[src/rtl/exec_sequencer_if.sv]
// Bus bundle between the execute sequencer and its fetcher, memory and ALU.
// The sequencer takes the slave side; the environment drives the master side.
interface exec_sequencer_if;
    logic        instruction_ready;
    logic [7:0]  opcode;
    logic [15:0] op_addr;
    logic [7:0]  imm;
    logic [15:0] pc;
    logic [7:0]  acc;
    logic [7:0]  flags;
    logic [7:0]  data_in;
    logic        alu_done;
    logic [7:0]  alu_result;
    logic [15:0] mem_addr;
    logic        mem_we;
    logic [7:0]  mem_wdata;
    logic        alu_start;
    logic [2:0]  alu_op;
    logic        alu_rmw;
    logic [7:0]  alu_operand;
    logic        instruction_done;
    logic        branch_taken;
    logic [15:0] pc_branch;
    logic        exec_error;
    logic        busy;

    modport master (
        output instruction_ready, opcode, op_addr, imm, pc, acc, flags,
        output data_in, alu_done, alu_result,
        input  mem_addr, mem_we, mem_wdata, alu_start, alu_op, alu_rmw,
        input  alu_operand, instruction_done, branch_taken, pc_branch,
        input  exec_error, busy
    );

    modport slave (
        input  instruction_ready, opcode, op_addr, imm, pc, acc, flags,
        input  data_in, alu_done, alu_result,
        output mem_addr, mem_we, mem_wdata, alu_start, alu_op, alu_rmw,
        output alu_operand, instruction_done, branch_taken, pc_branch,
        output exec_error, busy
    );
endinterface

[src/rtl/exec_sequencer.sv]
// Execute-stage sequencer: operand read, ALU handshake, writeback, branches.
// Every output is a register updated on phi1; busy decodes the state register.
module exec_sequencer #(
    parameter int ALU_TIMEOUT = 8
) (
    input logic            phi1,
    input logic            reset_n,
    exec_sequencer_if.slave bus
);
    localparam int CW = $clog2(ALU_TIMEOUT + 1);

    typedef enum logic [2:0] {
        S_IDLE, S_READ, S_ALU, S_WRITE, S_DONE
    } state_t;

    typedef enum logic [2:0] {
        C_BRANCH, C_STORE, C_IMM, C_LOAD, C_RMW_MEM, C_RMW_ACC, C_NOP
    } cls_t;

    state_t        state;
    cls_t          cls;
    logic          ready_d;
    logic [2:0]    aaa_q;
    logic          rmw_q;
    logic          rmw_mem_q;
    logic [15:0]   addr_q;
    logic [CW-1:0] alu_cnt;
    logic [1:0]    cc;
    logic [2:0]    aaa;
    logic [2:0]    bbb;
    logic          flag_bit;
    logic [15:0]   target;
    logic          accept;
    logic          unused_flags;

    assign cc     = bus.opcode[1:0];
    assign bbb    = bus.opcode[4:2];
    assign aaa    = bus.opcode[7:5];
    assign target = bus.pc + {{8{bus.imm[7]}}, bus.imm};
    assign accept = bus.instruction_ready && !ready_d;
    assign unused_flags = ^bus.flags[5:2];
    assign bus.busy = (state != S_IDLE);

    always_comb begin
        flag_bit = 1'b0;
        unique case (bus.opcode[7:6])
            2'b00: flag_bit = bus.flags[7];
            2'b01: flag_bit = bus.flags[6];
            2'b10: flag_bit = bus.flags[0];
            2'b11: flag_bit = bus.flags[1];
        endcase
    end

    always_comb begin
        cls = C_NOP;
        unique case (1'b1)
            bus.opcode[4:0] == 5'b10000:
                cls = C_BRANCH;
            cc == 2'b01 && aaa == 3'b100:
                cls = C_STORE;
            cc == 2'b01 && aaa != 3'b100 && bbb == 3'b010:
                cls = C_IMM;
            cc == 2'b01 && aaa != 3'b100 && bbb != 3'b010:
                cls = C_LOAD;
            cc == 2'b10 && !aaa[2] && bbb[0]:
                cls = C_RMW_MEM;
            cc == 2'b10 && !aaa[2] && bbb == 3'b010:
                cls = C_RMW_ACC;
            default:
                cls = C_NOP;
        endcase
    end

    always_ff @(posedge phi1 or negedge reset_n) begin
        if (!reset_n) begin
            state                <= S_IDLE;
            ready_d              <= 1'b1;
            aaa_q                <= '0;
            rmw_q                <= 1'b0;
            rmw_mem_q            <= 1'b0;
            addr_q               <= '0;
            alu_cnt              <= '0;
            bus.mem_addr         <= '0;
            bus.mem_we           <= 1'b0;
            bus.mem_wdata        <= '0;
            bus.alu_start        <= 1'b0;
            bus.alu_op           <= '0;
            bus.alu_rmw          <= 1'b0;
            bus.alu_operand      <= '0;
            bus.instruction_done <= 1'b0;
            bus.branch_taken     <= 1'b0;
            bus.pc_branch        <= '0;
            bus.exec_error       <= 1'b0;
        end else begin
            ready_d <= bus.instruction_ready;
            unique case (state)
                S_IDLE: begin
                    if (accept) begin
                        aaa_q          <= aaa;
                        rmw_q          <= (cc == 2'b10);
                        rmw_mem_q      <= (cls == C_RMW_MEM);
                        addr_q         <= bus.op_addr;
                        bus.exec_error <= 1'b0;
                        unique case (cls)
                            C_BRANCH: begin
                                state                <= S_DONE;
                                bus.instruction_done <= 1'b1;
                                bus.branch_taken     <= (flag_bit == bus.opcode[5]);
                                bus.pc_branch        <= target;
                            end
                            C_STORE: begin
                                state         <= S_WRITE;
                                bus.mem_we    <= 1'b1;
                                bus.mem_addr  <= bus.op_addr;
                                bus.mem_wdata <= bus.acc;
                            end
                            C_IMM, C_RMW_ACC: begin
                                state           <= S_ALU;
                                alu_cnt         <= CW'(1);
                                bus.alu_start   <= 1'b1;
                                bus.alu_op      <= aaa;
                                bus.alu_rmw     <= (cls == C_RMW_ACC);
                                bus.alu_operand <= (cls == C_IMM) ? bus.imm : bus.acc;
                            end
                            C_LOAD, C_RMW_MEM: begin
                                state        <= S_READ;
                                bus.mem_addr <= bus.op_addr;
                            end
                            default: begin
                                state                <= S_DONE;
                                bus.instruction_done <= 1'b1;
                            end
                        endcase
                    end
                end
                S_READ: begin
                    state           <= S_ALU;
                    alu_cnt         <= CW'(1);
                    bus.mem_addr    <= '0;
                    bus.alu_start   <= 1'b1;
                    bus.alu_op      <= aaa_q;
                    bus.alu_rmw     <= rmw_q;
                    bus.alu_operand <= bus.data_in;
                end
                S_ALU: begin
                    bus.alu_start <= 1'b0;
                    if (bus.alu_done || alu_cnt == CW'(ALU_TIMEOUT)) begin
                        bus.alu_op      <= '0;
                        bus.alu_rmw     <= 1'b0;
                        bus.alu_operand <= '0;
                        if (bus.alu_done && rmw_mem_q) begin
                            state         <= S_WRITE;
                            bus.mem_we    <= 1'b1;
                            bus.mem_addr  <= addr_q;
                            bus.mem_wdata <= bus.alu_result;
                        end else begin
                            state                <= S_DONE;
                            bus.instruction_done <= 1'b1;
                            bus.exec_error       <= !bus.alu_done;
                        end
                    end else begin
                        alu_cnt <= alu_cnt + CW'(1);
                    end
                end
                S_WRITE: begin
                    state                <= S_DONE;
                    bus.mem_we           <= 1'b0;
                    bus.mem_addr         <= '0;
                    bus.mem_wdata        <= '0;
                    bus.instruction_done <= 1'b1;
                end
                S_DONE: begin
                    state                <= S_IDLE;
                    bus.instruction_done <= 1'b0;
                    bus.branch_taken     <= 1'b0;
                    bus.pc_branch        <= '0;
                end
                default: state <= S_IDLE;
            endcase
        end
    end
endmodule

[src/flat_wrapper.sv]
// flat-port wrapper written by rule: the top's interface ports become plain ports
module exec_sequencer_flat 
#(
    parameter int ALU_TIMEOUT = 8
)
  (phi1, reset_n, bus_instruction_ready, bus_opcode, bus_op_addr, bus_imm, bus_pc, bus_acc, bus_flags, bus_data_in, bus_alu_done, bus_alu_result, bus_mem_addr, bus_mem_we, bus_mem_wdata, bus_alu_start, bus_alu_op, bus_alu_rmw, bus_alu_operand, bus_instruction_done, bus_branch_taken, bus_pc_branch, bus_exec_error, bus_busy);
  exec_sequencer_if bus_i ();
  input logic phi1;
  input logic reset_n;
  input wire logic [$bits(bus_i.instruction_ready)-1:0] bus_instruction_ready;
  input wire logic [$bits(bus_i.opcode)-1:0] bus_opcode;
  input wire logic [$bits(bus_i.op_addr)-1:0] bus_op_addr;
  input wire logic [$bits(bus_i.imm)-1:0] bus_imm;
  input wire logic [$bits(bus_i.pc)-1:0] bus_pc;
  input wire logic [$bits(bus_i.acc)-1:0] bus_acc;
  input wire logic [$bits(bus_i.flags)-1:0] bus_flags;
  input wire logic [$bits(bus_i.data_in)-1:0] bus_data_in;
  input wire logic [$bits(bus_i.alu_done)-1:0] bus_alu_done;
  input wire logic [$bits(bus_i.alu_result)-1:0] bus_alu_result;
  output wire logic [$bits(bus_i.mem_addr)-1:0] bus_mem_addr;
  output wire logic [$bits(bus_i.mem_we)-1:0] bus_mem_we;
  output wire logic [$bits(bus_i.mem_wdata)-1:0] bus_mem_wdata;
  output wire logic [$bits(bus_i.alu_start)-1:0] bus_alu_start;
  output wire logic [$bits(bus_i.alu_op)-1:0] bus_alu_op;
  output wire logic [$bits(bus_i.alu_rmw)-1:0] bus_alu_rmw;
  output wire logic [$bits(bus_i.alu_operand)-1:0] bus_alu_operand;
  output wire logic [$bits(bus_i.instruction_done)-1:0] bus_instruction_done;
  output wire logic [$bits(bus_i.branch_taken)-1:0] bus_branch_taken;
  output wire logic [$bits(bus_i.pc_branch)-1:0] bus_pc_branch;
  output wire logic [$bits(bus_i.exec_error)-1:0] bus_exec_error;
  output wire logic [$bits(bus_i.busy)-1:0] bus_busy;
  assign bus_i.instruction_ready = bus_instruction_ready;
  assign bus_i.opcode = bus_opcode;
  assign bus_i.op_addr = bus_op_addr;
  assign bus_i.imm = bus_imm;
  assign bus_i.pc = bus_pc;
  assign bus_i.acc = bus_acc;
  assign bus_i.flags = bus_flags;
  assign bus_i.data_in = bus_data_in;
  assign bus_i.alu_done = bus_alu_done;
  assign bus_i.alu_result = bus_alu_result;
  assign bus_mem_addr = bus_i.mem_addr;
  assign bus_mem_we = bus_i.mem_we;
  assign bus_mem_wdata = bus_i.mem_wdata;
  assign bus_alu_start = bus_i.alu_start;
  assign bus_alu_op = bus_i.alu_op;
  assign bus_alu_rmw = bus_i.alu_rmw;
  assign bus_alu_operand = bus_i.alu_operand;
  assign bus_instruction_done = bus_i.instruction_done;
  assign bus_branch_taken = bus_i.branch_taken;
  assign bus_pc_branch = bus_i.pc_branch;
  assign bus_exec_error = bus_i.exec_error;
  assign bus_busy = bus_i.busy;
  exec_sequencer #(.ALU_TIMEOUT(ALU_TIMEOUT)) u_core (.phi1(phi1), .reset_n(reset_n), .bus(bus_i));
endmodule
[config.mk]
export PLATFORM = sky130hd
export DESIGN_NAME = exec_sequencer_flat
export DESIGN_NICKNAME = d
export VERILOG_FILES = /design/src/rtl/exec_sequencer_if.sv /design/src/rtl/exec_sequencer.sv /design/src/flat_wrapper.sv
export SDC_FILE = /design/constraint.sdc
export NUM_CORES = 1
export LEC_CHECK = 0
export BUFFER_PORTS_ARGS = -buffer_cell sky130_fd_sc_hd__buf_2
export CORE_MARGIN = 2
export CORE_UTILIZATION = 47
export DETAILED_ROUTE_END_ITERATION = 10
export PLACE_DENSITY_LB_ADDON = 0.12
export SYNTH_ARGS = -nofsm -noshare
export SYNTH_HDL_FRONTEND = slang
export SYNTH_SLANG_ARGS = --single-unit
export TNS_END_PERCENT = 30
[constraint.sdc]
create_clock -name phi1 -period 1.89 [get_ports phi1]
set_input_delay 0.4725 -clock phi1 [delete_from_list [all_inputs] [get_ports phi1]]
set_output_delay 0.4725 -clock phi1 [all_outputs]
set_load 0.1 [all_outputs]
# Word level (Yosys, flattened, before mapping)
# Index checks and enable logic that the tools add are counted.
[op_classes] add_sub_neg=2 mul=0 div=0 magnitude_cmp=0 n_eq_ne=31 n_shift=0 mux=57 n_bitwise=0 n_reduce_logical=38
[ops] operator="$mux W16" n=6
[ops] operator="$mux W8" n=8
[ops] operator="$pmux W16 S3" n=1
[ops] operator="$pmux W8 S3" n=2
[ops] operator="$pmux W16 S2" n=1
[ops] operator="$mux W1" n=18
[ops] operator="$mux W3" n=6
[ops] operator="$pmux W3 S3" n=2
[ops] operator="$pmux W3 S6" n=1
[ops] operator="$add A16 B16 Y16" n=1
[ops] operator="$eq A3 B2 Y1 const B" n=5
[ops] operator="$reduce_and A5 Y1" n=3
[ops] operator="$ne A2 B2 Y1 const B" n=7
[ops] operator="$eq A3 B3 Y1 const B" n=4
[ops] operator="$mux W4" n=3
[ops] operator="$pmux W3 S4" n=1
[ops] operator="$pmux W4 S3" n=1
[ops] operator="$reduce_and A4 Y1" n=3
[ops] operator="$reduce_bool A3 Y1" n=4
[ops] operator="$logic_and A1 B1 Y1" n=9
[ops] operator="$pmux W1 S3" n=3
[ops] operator="$pmux W1 S4" n=2
[ops] operator="$eq A2 B2 Y1 const B" n=3
[ops] operator="$eq A3 B1 Y1 const B" n=2
[ops] operator="20 further kinds" n=32
[word_totals] register_bits=86 latch_bits=0 ramBits=0 rom_bits=0 inputBits=84 output_inout_bits=58 wordCells=146 n_memories=0

# Longest topological paths before layout
# Gate-level depths: netlist (run 1).
[depth] depth_word=9 depth_mapped=9 depth_no_buf=8

# Worst setup path before layout (run 1)
# Ideal clock, no wire load.
[synth_timing] path_type="input to register" start="input port bus_opcode[6]" end="register u_core.bus.mem_addr[10]" setup_ns=0.133 t_arrival_ns=2.270 required_ns=1.757 slack_ns=-0.513 path_stages=8 n_path_buf=1 path_cell_list="or3b_1 > nand2_1 > ha_1 > a21boi_0 > o21ai_0 > a21oi_1 > clkbuf_1 > o21ai_0"
[synth_between] elab_chain_len=8 elab_cells_between_ends=13 cone_classes="eq/ne: 6; mux: 1; reduce/logical: 6"
[synth_rtl] item="start: declaration" line="flat_wrapper.sv:11" text="input wire logic [$bits(bus_i.opcode)-1:0] bus_opcode;"
[synth_rtl] item="$ne A3 B3 Y1" line="exec_sequencer.sv:61, exec_sequencer.sv:63"
[synth_rtl] item="$logic_and A1 B1 Y1" line="exec_sequencer.sv:61, exec_sequencer.sv:63"
[synth_rtl] item="$logic_and A1 B1 Y1 (on tied branches)" line="exec_sequencer.sv:63, exec_sequencer.sv:61"
[synth_rtl] item="$pmux W3 S6 (*)" line="exec_sequencer.sv:56" text="unique case (1'b1)"
[synth_rtl] item="$eq A3 B1 Y1 (tied with other cells)" line="exec_sequencer.sv:104" text="unique case (cls)"
[synth_rtl] item="$reduce_or A3 Y1 (no line) (*)"
[synth_rtl] item="$ne A2 B2 Y1 (no line) (*)"
[synth_rtl] item="$reduce_and A5 Y1 (no line) (*)"
[synth_rtl] item="end signal: assignment" line="exec_sequencer.sv:114" text="bus.mem_addr <= bus.op_addr;"
[synth_rtl] item="end signal: assignment" line="exec_sequencer.sv:127" text="bus.mem_addr <= bus.op_addr;"
[synth_rtl] item="end signal: assignment" line="exec_sequencer.sv:154" text="bus.mem_addr <= addr_q;"
[synth_rtl] item="end: declaration" line="exec_sequencer_if.sv:38" text="output mem_addr, mem_we, mem_wdata, alu_start, alu_op, alu_rmw,"
# Every way passes the cells marked *; elsewhere a longest branch is shown, timed or not.
# A chain may end at the register's enable or synchronous reset.

# Worst setup path after layout (run 1)
[layout_timing] start="input port bus_pc[0]" end="register u_core.bus.pc_branch[8]"
[layout_between] elab_chain_len=4
[layout_rtl] item="start: declaration" line="flat_wrapper.sv:14" text="input wire logic [$bits(bus_i.pc)-1:0] bus_pc;"
[layout_rtl] item="$add A16 B16 Y16" line="exec_sequencer.sv:39" text="assign target = bus.pc + {{8{bus.imm[7]}}, bus.imm};"
[layout_rtl] item="$mux W16" line="exec_sequencer.sv:104"
[layout_rtl] item="$mux W16" line="exec_sequencer.sv:98" text="if (accept) begin"
[layout_rtl] item="$pmux W16 S2" line="exec_sequencer.sv:96" text="unique case (state)"
[layout_rtl] item="end signal: assignment" line="exec_sequencer.sv:109" text="bus.pc_branch <= target;"
[layout_rtl] item="end: declaration" line="exec_sequencer_if.sv:39" text="output alu_operand, instruction_done, branch_taken, pc_branch,"
# Every way passes these cells. The select of a mux whose other input is x is not followed.

==> impl_metrics.ini, run 1 <==
[placed_design]
dpl.hpwl_mm = 9.31
dp.cells = 795
placed_area_um2 = 6140
io_buffer_count = 137
place.gp.congestion = 0.918

[timing]
max_freq_ghz = 0.529
hold_viol = 0
slew_headroom = 0.655
final_max_slew_viol_count = 0
setup_viol = 0
worst_pin_slew_ns = 0.521
finalCriticalPeriod_ns = 1.89
rsz0062_at_grt = true
post-route-period-util = 0.999
skew_ns = 0.0126

[drt]
wl_met3_um = 774
drtIter0Drc = 134
wl_met2_mm = 6.61
vias_per_cell = 5.44
post_drt_wl_per_cell_um = 15.9
top_layer_used = met4
ant_nets = 0
via_count = 4490
routed_wl_mm = 13.2
drcViolationCount = 0
wl_met1_mm = 5.43
first_pass_iters = 5

[clock_network]
clockRootBuffer = clkbuf_8
numCtsBuffers = 9
insertion_delay_ns = 0.36
clock_sinks = 86
cts_tree = done
cts_max_level = 3
clk_path_buf_depth = 2
hold_buffers = 0
clk_pin_slew_ns = 0.09

[worst_hold_path]
worstHoldPathType = in2async

[logic_synthesis]
synth_top_cell_by_area = dfrtp_1
async_reset_ff_frac = 1.00
yosys-top-cells-area = dfrtp_1 (46%), mux2_2 (6.6%), a22oi_1 (5.7%), o21ai_0 (5.5%), nand2_1 (5.4%)
ys.flop_type = dfrtp_1
synth_cells = 474
ys_seq_elements = 86
synth_fp_nets = 577
synth_top_area_share = 0.459
synth_cell_types = 55
synth_edf_count = 0
synth.yosys.warnings = 0
avgSynthCellArea_um2 = 9.78
syn_area_um2 = 4640
ys_seq_area_frac = 0.464

[global_routing]
grt_max_degree = 87
grt_usage = 0.240
grt_pass1_wl_mm = 19.7
overflow = 0
grt_pass1_vias = 4133
antenna_found_initial = 0

[run_status]
outcome = finished, final reports clean

[power]
p_leak_nw = 3.29
p_per_area_nw_per_um2 = 1330
vdd_drop_max_v = 0.000900

[critical_path]
worstPathRequired_ns = 2.14
worstSetupEndpointType = register
r2r_end = u_core.alu_cnt[3]
timing.reg2reg.setup_slack_ns = 0.08
reg2regPathDepth = 7
cp-start-kind = primary input
arrival_ns = 2.14
critical_path_class = in2reg
crit_fanout = 3
worstReg2RegStart = u_core.alu_cnt[0]

[final_layout]
multi_input_area_um2 = 2730
post-route-util = 0.697
fill_cells = 811
final_cell_count_no_fill = 826
seq_area_um2 = 2150
final_nets = 791
area_growth_pct = 45.5
antenna_cells = 0
stdcell_area_um2 = 6750
drive_above_1_share = 0.470

[die]
core-area_um2 = 9680
ios = 142
num_rows = 36
die_area_um2 = 10700
start_util = 0.479
die_w_um = 103
die_h_um = 103

[run]
maxCapViolCount = 0
==> critical path, stage by stage <==
cell and delay, ns:
buf_2 0.11, ha_4 0.16, fa_2 0.36, a21oi_4 0.20
o21ai_4 0.09, a2111oi_4 0.31, nor3_2 0.08, xor2_1 0.16
a22o_1 0.17
==> synthesized netlist by cell type, types with 2 or more instances <==
| cell type | instances |
|---|---|
| a21o_1 | 5 |
| o21ai_0 | 51 |
| nor3_1 | 9 |
| clkbuf_1 | 15 |
| nand2_1 | 67 |
| nor2_1 | 25 |
| a21oi_1 | 21 |
| nand3_1 | 11 |
| xnor2_1 | 6 |
| nand4_1 | 3 |
| or3b_1 | 2 |
| xor2_1 | 9 |
| buf_2 | 8 |
| o31ai_1 | 4 |
| a22oi_1 | 35 |
| a22o_1 | 10 |
| nand2b_1 | 9 |
| a2bb2oi_1 | 2 |
| o21ai_1 | 5 |
| mux2_2 | 27 |
| inv_1 | 8 |
| nor2b_1 | 3 |
| o21a_1 | 4 |
| dfrtp_1 | 85 |
| ha_1 | 18 |
| a31oi_1 | 2 |
| o211ai_1 | 2 |
==> repair_timing <==
action / 4_1_cts / 5_1_grt
setup endpoints to repair: 20 / 34
hold endpoints to repair: 0 / 0
setup buffers: 3 / 12
pin swaps: 7 / 14
gates resized for setup: 18 / 44
==> area by class of cell <==
type	count	area share
Sequential cell	86	0.319
Inverter	8	0.00445
Multi-Input combinational cell	357	0.405
Clock buffer	10	0.0204
Clock inverter	6	0.00667
Timing Repair Buffer	226	0.220
Tap cell	133	0.0247
==> logic make-up after synthesis <==
family	synth area share
flops	0.464
buf+inv	0.0273
mux	0.0726
xor+xnor	0.0283
fa+ha+maj	0.0529
simple gates	0.141
compound gates	0.214
==> layout by cell type (no fill, tap or decap), types with 4 or more instances in the layout <==
master	n
buf_2	133
dfrtp_1	85
buf_4	79
nand2_1	64
o21ai_0	32
a22oi_1	30
mux2_2	25
nor2_1	24
o21ai_1	18
a21oi_1	15
nand3_1	10
a22o_1	10
clkbuf_8	10
xor2_1	9
ha_4	9
nand2b_1	8
ha_1	8
buf_12	8
inv_1	7
o21ai_2	6
xnor2_1	6
buf_6	6
a21o_1	5
a22oi_2	5
nor3_1	5
a21oi_2	4
o21a_1	4
==> worst max-delay path by stage <==
stage               slack [ns]  depth (start not counted)                      end             from
floorplan                -0.25                          8  u_core.bus.pc_branch[8]        bus_pc[0]
global placement         -0.49                          9  u_core.bus.pc_branch[8]       bus_imm[0]
detailed placement       -0.55                          9  u_core.bus.pc_branch[8]       bus_imm[0]
CTS                      -0.01                          4                 bus_busy  u_core.state[1]
global route             -0.05                          9  u_core.bus.pc_branch[8]        bus_pc[0]
finish                   0.001                          9  u_core.bus.pc_branch[8]        bus_pc[0]
==> flip-flops by register name, summed over array words and instances (netlist names) <==
signal                       flops
u_core.bus.pc_branch            16
u_core.bus.mem_addr             16
u_core.aaa_q                     3
u_core.bus.mem_wdata             8
u_core.bus.alu_operand           8
u_core.rmw_mem_q                 1
u_core.ready_d                   1
u_core.bus.instruction_done      1
u_core.bus.alu_start             1
u_core.bus.mem_we                1
u_core.addr_q                   16
u_core.bus.branch_taken          1
u_core.bus.alu_op                3
u_core.bus.exec_error            1
u_core.alu_cnt                   4
u_core.bus.alu_rmw               1
u_core.state                     3
u_core.rmw_q                     1
==> per-layer routing <==
layer  up-vias  GRT usage
met3        27     0.0605
met4         0     0.0820
met5         -          0
met1      2168      0.313
met2       136      0.392
li1       2159          -
==> metrics by stage <==
step / setup TNS [ns] / hold WS [ns] / worst slack [ns] / total power [mW]
global route: -0.171 / 0.160 / -0.0457 / 9.43
global placement: -17.58 / 0.456 / -0.490 / 7.59
CTS: -0.0148 / 0.156 / -0.0148 / 8.91
floorplan: -7.04 / 0.177 / -0.246 / 6.63
detailed placement: -18.52 / 0.465 / -0.552 / 7.67
finish: 0 / 0.136 / 0.00103 / 9.00
==> power breakdown <==
part	internal [mW]	switching [mW]	total (mW)
sequential	2.38	0.297	2.68
clock	0.518	0.700	1.22
combinational	1.02	4.08	5.10
total	3.92	5.08	9.00
Power figures use the tool's default switching activity.
==> run 2, diff against run 1 <==
- ABC_AREA: not set -> 0
- CORE_ASPECT_RATIO: not set -> 0.8
- CORE_UTILIZATION: 47 -> 45
==> run 2 against run 1 <==
Effect of this change:
- the flow now finishes with violations (negative setup slack)
- flip-flop and latch count unchanged
- maximum frequency is 2.7% lower
- core utilization increased by 0.68 points
- wire length increased by 13%
- clock power grew 47%
- hold slack lost 0.065 ns
- sequential power up 3%
- largest cell class unchanged
==> impl_metrics.ini, run 2 (same netlist as run 1, synthesis figures left out) <==
[final_layout]
seq_area_um2 = 2150
largestRegisters = u_core.addr_q (16), u_core.bus.mem_addr (16), u_core.bus.pc_branch (16)
final_nets = 793
antenna_cells = 0
final_cell_count_no_fill = 835
post-route-util = 0.704
area_growth_pct = 54.2
fill_cells = 795
final_common_cell = buf_2
layout_common_cells = buf_2 (130), dfrtp_1 (84), buf_4 (74)
drive_above_1_share = 0.515
stdcell_area_um2 = 7150
multi_input_area_um2 = 2870

[placed_design]
place.gp.congestion = 0.983
dp.cells = 805
placed_area_um2 = 6180
dpl.hpwl_mm = 10.0
place_ws_ns = -0.649
io_buffer_count = 137

[global_routing]
antenna_found_initial = 0
grt_max_degree = 33
overflow = 0
grt_pass1_vias = 4461
grt_usage = 0.256
grt_pass1_wl_mm = 22.5

[timing]
skew_ns = 0.00726
max_freq_ghz = 0.515
finalCriticalPeriod_ns = 1.94
worst_pin_slew_ns = 0.508
post-route-period-util = 1.03
final_max_slew_viol_count = 0
slew_headroom = 0.663
setup_slack_ns = -0.0508
rsz0062_at_grt = true
setup_viol = 25
hold_viol = 0
fin_tns_setup_ns = -0.586

[critical_path]
startpoint = bus_opcode[0]
crit_fanout = 23
cp-start-kind = primary input
critical_path_class = in2reg
worstPathRequired_ns = 2.11
worstReg2RegStart = u_core.state[2]
arrival_ns = 2.16
worstSetupEndpointType = register

[clock_network]
clk_path_buf_depth = 2
insertion_delay_ns = 0.34
numCtsBuffers = 9
clk_pin_slew_ns = 0.07
clockRootBuffer = clkbuf_16
hold_buffers = 0
cts_tree = done
clock_sinks = 86
cts_max_level = 3

[run_status]
violations = negative setup slack
outcome = complete, but fails checks

[drt]
ant_nets = 0
wl_met3_um = 893
routed_wl_mm = 14.9
post_drt_wl_per_cell_um = 17.8
first_pass_iters = 4
drcViolationCount = 0
wl_met2_mm = 7.27
wl_met1_mm = 6.44
top_layer_used = met4
vias_per_cell = 5.55
via_count = 4633
drtIter0Drc = 211

[power]
p_per_area_nw_per_um2 = 1370
p_leak_nw = 3.45
vdd_drop_max_v = 0.000992

[die]
num_rows = 33
die_h_um = 94.8
start_util = 0.457
die_area_um2 = 11100
ios = 142
core-area_um2 = 10200
die_w_um = 117

[worst_hold_path]
worstHoldPathType = in2async

[run]
maxCapViolCount = 0
-- run 2: final cells by class --
cell class	count	area share
clock buffer	9	0.0315
clock inverter	7	0.0103
multi-input combinational	357	0.401
inverter	8	0.00455
timing repair buffer	228	0.227
tap	140	0.0245
sequential	86	0.301
-- run 2: worst max-delay path, cell delays in order --
cell and delay, ns:
buf_4 0.13, buf_4 0.13, nor4_1 0.33, buf_4 0.19, a21boi_4 0.07, nor4bb_2 0.29
o21ai_2 0.11, buf_12 0.17, a22o_1 0.26
-- run 2: where the power goes --
group	total [mW]	internal, mW	switching [mW]
Combinational	5.29	1.14	4.15
Clock	1.79	1.03	0.758
Sequential	2.75	2.39	0.364
Total	9.82	4.55	5.27
-- run 2: timing repair --
action                                  CTS  global route
gates resized for setup                  37            86
endpoints found under the setup margin   38            46
gates cloned                              1             4
buffers inserted                          5             5
pin swaps                                 8            28
-- run 2: per-stage QoR --
step / total power, mW / hold slack, ns
2_1_floorplan: 6.63 / 0.177
3_3_place_gp: 7.60 / 0.439
3_5_place_dp: 7.68 / 0.445
4_1_cts: 9.59 / 0.0784
5_1_grt: 10.2 / 0.0901
6_report: 9.82 / 0.0704
-- run 2: final timing paths --
kind / endpoint / cells after the start / slack, ns
worst max-delay path: u_core.bus.pc_branch[6] / 9 / -0.05
worst min-delay path: u_core.bus.pc_branch[4] / 1 / 0.07
worst max register to register: u_core.bus.mem_addr[10] / 9 / 0
worst min register to register: u_core.bus.alu_rmw / 2 / 0.47
max in group asynchronous: u_core.bus.mem_wdata[7] / 2 / 1.28
min in group phi1: u_core.ready_d / 1 / 0.25
-- run 2: routing by layer --
| metal | global-route usage | vias to the layer above |
|---|---|---|
| met5 | 0 | - |
| met3 | 0.0652 | 24 |
| met2 | 0.426 | 163 |
| met4 | 0.0713 | 0 |
| li1 | - | 2173 |
| met1 | 0.334 | 2273 |
==> run 3, diff against run 2 <==
- CELL_PAD_IN_SITES_DETAIL_PLACEMENT: not set -> 0
- CELL_PAD_IN_SITES_GLOBAL_PLACEMENT: not set -> 1
- CORE_UTILIZATION: 45 -> 35
==> run 3 against run 2 <==
Effect of this change:
- the flow still finishes with violations (negative setup slack)
- global-route usage fell by 5.0 points
- wire length fell by 1.3%
- largest power group unchanged
- critical endpoint is now u_core.bus.mem_addr[10]
- non-clock buffer count rose by 1
- largest cell class unchanged
- hold slack got worse by 0.0086 ns
- clock skew fell by 0.0025 ns
- worst setup slack got worse by 0.0026 ns
==> impl_metrics.ini, run 3 (same netlist as run 1, synthesis figures left out) <==
[die]
core-area_um2 = 12900
die_h_um = 107
ios = 142
start_util = 0.359
die_area_um2 = 14200
num_rows = 37
die_w_um = 133

[timing]
worst_pin_slew_ns = 0.529
hold_slack_ns = 0.0618
setup_slack_ns = -0.0534
max_freq_ghz = 0.515
skew_ns = 0.00479
fin_tns_setup_ns = -0.561
final_max_slew_viol_count = 0
finalCriticalPeriod_ns = 1.94
slew_headroom = 0.650
post-route-period-util = 1.03
rsz0062_at_grt = true
hold_viol = 0
setup_viol = 17

[critical_path]
crit_fanout = 8
worstPathRequired_ns = 2.17
worstSetupEndpointType = register
arrival_ns = 2.22
critPathSlowestCell = or3b_4
crit_buf_inv = 4
critical_path_class = in2reg
worst_path_most_repeated_cell = buf_6
max_stage_delay_ns = 0.41
crit_chain = buf_6, or3b_4, nand2_4, ha_4, a21boi_4, buf_6, o21ai_4, a21oi_4, buf_12, clkbuf_16, nand2_1, o21ai_1
crit_family = buffers and inverters
cp-start-kind = primary input

[clock_network]
cts_tree = done
clk_pin_slew_ns = 0.06
numCtsBuffers = 9
cts_max_level = 3
clock_sinks = 86
insertion_delay_ns = 0.35
clk_path_buf_depth = 2
clockRootBuffer = clkbuf_16
hold_buffers = 0

[global_routing]
grt_pass1_wl_mm = 22.9
grt_pass1_vias = 4508
antenna_found_initial = 0
grt_max_degree = 33
grt_usage = 0.206
overflow = 0

[power]
power_mw = 9.81
comb_power_share = 0.526
p_leak_nw = 3.42
p_per_area_nw_per_um2 = 1380
clockPowerShare = 0.199
p_int_mw = 4.63
p_sw_mw = 5.18
p_seq_frac = 0.275
switching_share = 0.528
vdd_drop_max_v = 0.000893

[final_layout]
area_growth_pct = 52.9
largestRegisters = u_core.addr_q (16), u_core.bus.mem_addr (16), u_core.bus.pc_branch (16)
drive_above_1_share = 0.491
antenna_cells = 0
post-route-util = 0.549
fill_cells = 1195
final_nets = 794
final_common_cell = buf_2
layout_common_cells = buf_2 (130), dfrtp_1 (85), buf_4 (76)

[drt]
vias_per_cell = 5.14
drcViolationCount = 0
ant_nets = 0
top_layer_used = met4
wl_met3_um = 866
via_count = 4476
wl_met2_mm = 6.69
post_drt_wl_per_cell_um = 16.8
first_pass_iters = 7
drtIter0Drc = 190
routed_wl_mm = 14.7
wl_met1_mm = 6.93

[worst_hold_path]
worstHoldPathType = in2async

[run_status]
violations = negative setup slack
outcome = complete, but fails checks

[run]
maxCapViolCount = 0

[placed_design]
place.gp.congestion = 0.885
dpl.hpwl_mm = 10.4
io_buffer_count = 137
place_ws_ns = -0.581
run 3: cell types whose count changed in the layout (fill, tap and decap cells not counted), sizes merged:
cell | before | now
buf | 225 | 226
bufbuf | 1 | 0
bufinv | 1 | 2
clkbuf | 11 | 13
clkinv | 4 | 2
clkinvlp | 1 | 2
inv | 9 | 8
run 3: worst paths after layout:
check                                         from                       to  slack (ns)  cells after the start
max in group asynchronous                  reset_n          u_core.aaa_q[0]        1.31                      2
min                                        reset_n  u_core.bus.mem_wdata[0]        0.06                      1
min reg2reg                u_core.bus.mem_addr[11]  u_core.bus.mem_addr[11]        0.47                      2
max                                  bus_opcode[6]  u_core.bus.mem_addr[10]       -0.05                     12
min in group phi1            bus_instruction_ready           u_core.ready_d        0.24                      1
max reg2reg                        u_core.state[2]  u_core.bus.mem_addr[10]       -0.04                      9
run 3: power groups by stage:
stage	registers [mW]	clock network (mW)	logic, mW
after floorplan	5.77	0	0.860
after global placement	2.68	0	4.96
after detailed placement	2.71	0	4.99
after CTS	2.69	2.02	5.06
after global routing	2.77	2.08	5.39
final	2.70	1.95	5.15
run 3: what timing repair did:
| item | in CTS | in global routing |
|---|---|---|
| endpoints found under the setup margin | 32 | 47 |
| setup buffers | 4 | 6 |
| cloned | 1 | 3 |
| gates resized for setup | 33 | 64 |
| pin swaps | 11 | 22 |
run 3: layout make-up:
cell class,instances,area (µm²),area share
Clock inverter,6,85.1,0.0120
Clock buffer,10,239,0.0337
Multi-Input combinational cell,357,2770,0.391
Sequential cell,86,2150,0.304
Inverter,8,30.0,0.00424
Tap cell,175,219,0.0309
Timing Repair Buffer,229,1600,0.225
run 3: per-stage QoR:
| step | cells | area (µm²) |
|---|---|---|
| 6_report | 871 | 7090 |
| 5_1_grt | 871 | 7090 |
| 4_1_cts | 865 | 6790 |
| 3_5_place_dp | 845 | 6260 |
| 3_3_place_gp | 845 | 6260 |
| 2_1_floorplan | 474 | 4750 |
run 3: per-layer routing:
layer  GRT usage  up-vias
li1            -     2174
met1       0.275     2154
met2       0.329      135
met3      0.0558       13
met4      0.0607        0
met5           0        -
